==> src/rtl/asm_ctrl_pkg.sv <==
`default_nettype none
// ============================================================================
// Module   : asm_ctrl_pkg
// Purpose  : Shared state encoding and default sizes for the event counter.
// Revision : 1.0 - initial release
// ============================================================================
package asm_ctrl_pkg;

    // One-hot state encoding; IDLE/ARM/RUN correspond to legacy T0/T1/T2.
    localparam logic [2:0] ST_IDLE = 3'b001;
    localparam logic [2:0] ST_ARM  = 3'b010;
    localparam logic [2:0] ST_RUN  = 3'b100;

    localparam int unsigned DEF_WIDTH   = 4;
    localparam int unsigned DEF_TIMEOUT = 16;

    function automatic logic is_busy(input logic [2:0] st);
        return (st != ST_IDLE);
    endfunction

endpackage
`default_nettype wire

==> src/rtl/asm_event_counter_sync_counter.sv <==
`default_nettype none
// ============================================================================
// Module   : sync_counter
// Purpose  : Wrapping up-counter with synchronous clear and count enable.
// Revision : 1.0 - initial release
// ============================================================================
module sync_counter
    import asm_ctrl_pkg::*;
#(
    parameter int WIDTH = DEF_WIDTH
) (
    input  logic             clk_i,
    input  logic             rst_ni,
    input  logic             clr_i,
    input  logic             en_i,
    output logic [WIDTH-1:0] q_o
);

    logic [WIDTH-1:0] count_q;
    logic [WIDTH-1:0] count_d;

    // Clear wins over enable; the add wraps naturally at 2^WIDTH.
    always_comb begin
        count_d = count_q;
        if (clr_i) begin
            count_d = '0;
        end else if (en_i) begin
            count_d = count_q + WIDTH'(1);
        end
    end

    always_ff @(posedge clk_i or negedge rst_ni) begin
        if (!rst_ni) begin
            count_q <= '0;
        end else begin
            count_q <= count_d;
        end
    end

    assign q_o = count_q;

endmodule
`default_nettype wire

==> src/rtl/asm_event_counter.sv <==
`default_nettype none
// ============================================================================
// Module   : asm_event_counter
// Purpose  : Start/count/done sequencer counting qualified X events up to TC.
//            Optional ARM idle-timeout abort enabled by ASM_CNT_TIMEOUT_EN.
// Revision : 1.0 - initial release
// ============================================================================
module asm_event_counter
    import asm_ctrl_pkg::*;
#(
    parameter int WIDTH     = DEF_WIDTH,
    parameter int EDGE_MODE = 0,
    parameter int TIMEOUT   = DEF_TIMEOUT
) (
    input  logic             CLK,
    input  logic             rst_n,
    input  logic             S,
    input  logic             X,
    input  logic [WIDTH-1:0] TC,
    output logic [WIDTH-1:0] Q,
    output logic             G,
    output logic             busy,
    output logic             err
);

    localparam logic c_EDGE = (EDGE_MODE != 0);

    logic [2:0]       state_q, state_d;
    logic [WIDTH-1:0] tc_q, tc_d;
    logic             x_q;
    logic             g_q, g_d;
    logic             x_evt;
    logic             z;
    logic             cnt_clr;
    logic             cnt_en;
    logic             timeout_hit;

    // In level mode the history term is masked off, so X alone qualifies.
    assign x_evt = X & ~(x_q & c_EDGE);
    assign z     = (Q == tc_q);

    always_comb begin
        state_d = state_q;
        tc_d    = tc_q;
        cnt_clr = 1'b0;
        cnt_en  = 1'b0;
        g_d     = 1'b0;
        case (state_q)
            ST_IDLE: begin
                if (S) begin
                    cnt_clr = 1'b1;
                    tc_d    = TC;
                    state_d = ST_ARM;
                end
            end
            ST_ARM: begin
                if (timeout_hit) begin
                    state_d = ST_IDLE;
                end else if (x_evt) begin
                    cnt_en  = 1'b1;
                    state_d = ST_RUN;
                end
            end
            ST_RUN: begin
                // Done has priority over a coincident event.
                if (z) begin
                    g_d     = 1'b1;
                    state_d = ST_IDLE;
                end else if (x_evt) begin
                    cnt_en  = 1'b1;
                end else begin
                    state_d = ST_ARM;
                end
            end
            default: state_d = ST_IDLE;
        endcase
    end

    always_ff @(posedge CLK or negedge rst_n) begin
        if (!rst_n) begin
            state_q <= ST_IDLE;
            tc_q    <= '0;
            x_q     <= 1'b0;
            g_q     <= 1'b0;
        end else begin
            state_q <= state_d;
            tc_q    <= tc_d;
            x_q     <= X;
            g_q     <= g_d;
        end
    end

`ifdef ASM_CNT_TIMEOUT_EN
    localparam int IW = $clog2(TIMEOUT + 1);

    logic [IW-1:0] idle_q, idle_d;
    logic          err_q, err_d;

    assign timeout_hit = (state_q == ST_ARM) && (idle_q == IW'(TIMEOUT));
    assign err_d       = timeout_hit;

    always_comb begin
        idle_d = idle_q;
        if (((state_d == ST_ARM) && (state_q != ST_ARM)) || x_evt || err_d) begin
            idle_d = '0;
        end else if (state_q == ST_ARM) begin
            idle_d = idle_q + IW'(1);
        end
    end

    always_ff @(posedge CLK or negedge rst_n) begin
        if (!rst_n) begin
            idle_q <= '0;
            err_q  <= 1'b0;
        end else begin
            idle_q <= idle_d;
            err_q  <= err_d;
        end
    end

    assign err = err_q;
`else
    assign timeout_hit = 1'b0;
    assign err         = 1'b0;
`endif

    sync_counter #(
        .WIDTH (WIDTH)
    ) u_cnt (
        .clk_i  (CLK),
        .rst_ni (rst_n),
        .clr_i  (cnt_clr),
        .en_i   (cnt_en),
        .q_o    (Q)
    );

    assign G    = g_q;
    assign busy = is_busy(state_q);

endmodule
`default_nettype wire

==> config.mk <==
export PLATFORM = sky130hd
export DESIGN_NAME = asm_event_counter
export DESIGN_NICKNAME = d
export VERILOG_FILES = /design/src/rtl/asm_ctrl_pkg.sv /design/src/rtl/asm_event_counter_sync_counter.sv /design/src/rtl/asm_event_counter.sv
export SDC_FILE = /design/constraint.sdc
export NUM_CORES = 1
export LEC_CHECK = 0
export ABC_CLOCK_PERIOD_IN_PS = 2700
export BUFFER_PORTS_ARGS = -buffer_cell sky130_fd_sc_hd__buf_2
export CORE_MARGIN = 2
export CORE_UTILIZATION = 51
export CTS_CLUSTER_DIAMETER = 200
export CTS_CLUSTER_SIZE = 10
export DETAILED_ROUTE_END_ITERATION = 16
export PLACE_DENSITY = 0.76
export SLEW_MARGIN = 15
export SYNTH_ARGS = -nofsm -noshare
export SYNTH_HDL_FRONTEND = slang
export SYNTH_SLANG_ARGS = --single-unit
export TNS_END_PERCENT = 10
==> constraint.sdc <==
create_clock -name CLK -period 2.7 [get_ports CLK]
set_clock_uncertainty 0.15 [all_clocks]
set_input_delay 0.405 -clock CLK [delete_from_list [all_inputs] [get_ports CLK]]
set_output_delay 0.405 -clock CLK [all_outputs]
set_load 0.05 [all_outputs]
==> metrics.md <==
| Metric | Value |
|---|---|
| Final setup viols | 0 |
| Die height | around 40 microns |
| Final #Nets | 90 |
| Design Area, Final | slightly below 800 sq um |
| Asr flop ratio synth | between 90% and 100% |
| Gr ovfl total | 0 |
| Sw Pwr | 0.400 mW |
| Fin crit share | 65.7% |
| RSZ-0062 raised after global routing | no |
| Post-CTS Resized | 0 |
| Arr. time, crit path | 1.22 ns |
| Largest net degree at the start of global routing | 13 |
| Syn avg cell area | 10.4 sq um |
| Gpl congestion | 0.790 |
| DRC viols | 0 |
| Share of the synthesized area in the top cell type | between 40% and 50% |
| Core ar. | 1280 sq um |
| Worst hold-check path type | primary input to register |
| Commonest non-fill, non-tap cells in the layout | buf_2 (13), dfrtp_1 (11), nor2_1 (7) |
| Post-synth EDFFs | 0 |
| Crit. End Element | primary output |
| Final hold vios | 0 |
| 1st-pass router iterations | 4 |
| Syn Std Cell Area | 686 sq um |
| Post-Syn Instances | 66 |
| Number of CTS-inserted buffers | 3 |
| Clk pwr share | 16.0% |
| DR vias/cell | 5.48 |
| Post-DP Area | approximately 750 sq um |
| Final hold slack | about 0.21 ns |
| Slowest-stage cell, CP | dfrtp_1 |
| Via count | around 520 |
| Status | completed |
| Sequential area share after synthesis | 44.0% |
| First-pass GRT wire length | between 1500 and 2000 microns |
| Critical Path RT | around 2.1 ns |
| Post CTS Setup Buffer Count | 0 |
| Worst setup SP type | register |
| Later-pin clock latency in the skew report | roughly 0.27 ns |
| Area grow syn2layout | 15.7% |
| Diode count | 0 |
| Post-route ant nets | 0 |
| Share of post-route cells with drive strength above 1 | about a third |
| Crit-path cells | nor2_1 -> nand2_1 -> buf_2 |
| Root buf cell | clkbuf_4 |
| CTS tree | yes |
| Internal | 0.498 mW |
| Comb pwr share | 46.6% |
| Yosys cell types | 27 |
| Synth warn | 0 |
| Final Slew Violations | 0 |
| CP Class | register to primary output |
| Net Sw Frac | ~45% |
| Worst IR drop on VDD | 0.000572 V |
| LEAKAGE | 0.378 nW |
| Pwr dens | around 1100 nW/um^2 |
| Seq pwr share | around 37% |
| GRT Total Usage | 18.5% |
| Final worst path period need | 1.77 ns |
| Commonest non-fill, non-tap cell in the layout | buf_2 |
| Slowest Stage Delay on Critical Path | around 0.52 ns |
| Maxcap violations | 0 |
| Final HPWL DP | around 930 microns |
| Die Span X | approximately 40 microns |
| Sum Neg Setup Slack | 0 ns |
| #FFs+latches synth | 12 |
| Top area cells in the synthesized netlist | dfrtp_1 (40%), mux2_2 (6.6%), xnor2_1 (5.1%) |
| Fill count | 112 |
| Vias in the first global route | ~430 |
| Crit Path Max Fanout | 11 |
| H-tree Lvls | 1 |
| Clock edge transition at the registers on the reported setup and hold paths | approximately 0.08 ns |
| Mapped Nets | 75 |
| Hold bufs inserted after CTS | 1 |
| Starting DRT DRC Count | 9 |
| Dominant synthesized flop cell | dfrtp_1 |
| Initial antenna violation count | 0 |
| Largest area contributor in the netlist | dfrtp_1 |
| Clk sinks | 12 |
| Total length of routed wires | 1260 microns |
| Highest Clock Rate | approximately 560 MHz |
| # IOs | 15 |
| Die area | ~1700 sq um |
| Clk buf depth | 2 |
| Std-Cell Rows | 13 |
| Port-buffer cells | 13 |
| Wirelength per Cell | roughly 13 microns |
| Initial Util | 53.4% |
-- flip-flops by register name, summed over array words and instances (netlist names) --
signal     cells
G              1
state_q        3
tc_q           4
u_cnt.q_o      4
-- routing by layer --
metal  track usage (%)  wire, microns  up-vias  part of all wire, %
li1                  -              -      265                    -
met1              27.6            636      241                   50
met2              25.0            574       15                   45
met3              4.89             52        0                  4.1
met4              7.50              0        0                    0
met5                 0              0        -                    0
-- cells by family (layout without fill, tap and decap cells) --
kind of cell | after synthesis | after routing | share of synthesized area [%]
AND/OR/NAND/NOR | 27 | 27 | 21.5
other | 1 | 1 | 0.547
buffers and inverters | 4 | 18 | 3.28
multiplexers | 7 | 7 | 10.9
XOR/XNOR | 4 | 4 | 5.11
flip-flops | 12 | 12 | 44.0
adder cells (fa/ha/maj) | 1 | 1 | 1.82
AO/OA/AOI/OAI | 10 | 10 | 12.8
-- worst paths after layout --
| path | from | to | slack, ns | depth (start not counted) |
|---|---|---|---|---|
| min in group asynchronous | rst_n | tc_q[3]$_DFFE_PN0P_ | 0.38 | 2 |
| setup reg to reg | state_q[2]$_DFFE_PN0P_ | tc_q[3]$_DFFE_PN0P_ | 1.00 | 2 |
| setup / recovery | state_q[2]$_DFFE_PN0P_ | busy | 0.93 | 3 |
| max in group asynchronous | rst_n | state_q[0]$_DFFE_PN1P_ | 1.75 | 2 |
| hold / removal | TC[1] | tc_q[1]$_DFFE_PN0P_ | 0.21 | 2 |
| hold reg to reg | u_cnt.q_o[3]$_DFFE_PN0P_ | u_cnt.q_o[3]$_DFFE_PN0P_ | 0.37 | 1 |
-- power by group through the flow --
stage                     clock network (mW)  registers [mW]  logic (mW)
after floorplan                            0           0.352       0.322
after global placement                     0           0.333       0.409
after detailed placement                   0           0.340       0.414
after CTS                              0.147           0.335       0.418
after global routing                   0.158           0.348       0.458
final                                  0.144           0.336       0.418
-- synth_stat cells (2+ instances only) --
cell and instances:
dfrtp_1 11, nor2_1 7, nand2_1 5, mux2_2 4, xnor2_1 4, buf_2 3, mux2i_1 3, nor2b_1 3
nor3_1 3, o21ai_0 3, nand2b_1 2, nand3_1 2, o211ai_1 2
-- final cells by class --
type	count	area, sq um	share of cell area (%)
Multi-Input combinational cell	50	362	45.6
Sequential cell	12	302	38.0
Timing Repair Buffer	14	75.1	9.46
Clock buffer	4	36.3	4.57
Tap cell	15	18.8	2.37
-- stage by stage --
| stage | power, mW | setup WS, ns | util (%) | cells |
|---|---|---|---|---|
| floorplan | 0.674 | 0.936 | - | 66 |
| global placement | 0.742 | 1.03 | 58.1 | 90 |
| detailed placement | 0.754 | 0.994 | 58.1 | 90 |
| CTS | 0.899 | 0.932 | 61.7 | 95 |
| global route | 0.964 | 0.842 | 61.7 | 95 |
| finish | 0.898 | 0.926 | 61.7 | 95 |
-- critical path: cells and delay by family (launching register included) --
kind / cells / cell delay (ns)
simple gates: 2 / 0.17
flops: 1 / 0.52
buf+inv: 1 / 0.25
Note: power is estimated with default switching activity, not from simulation.
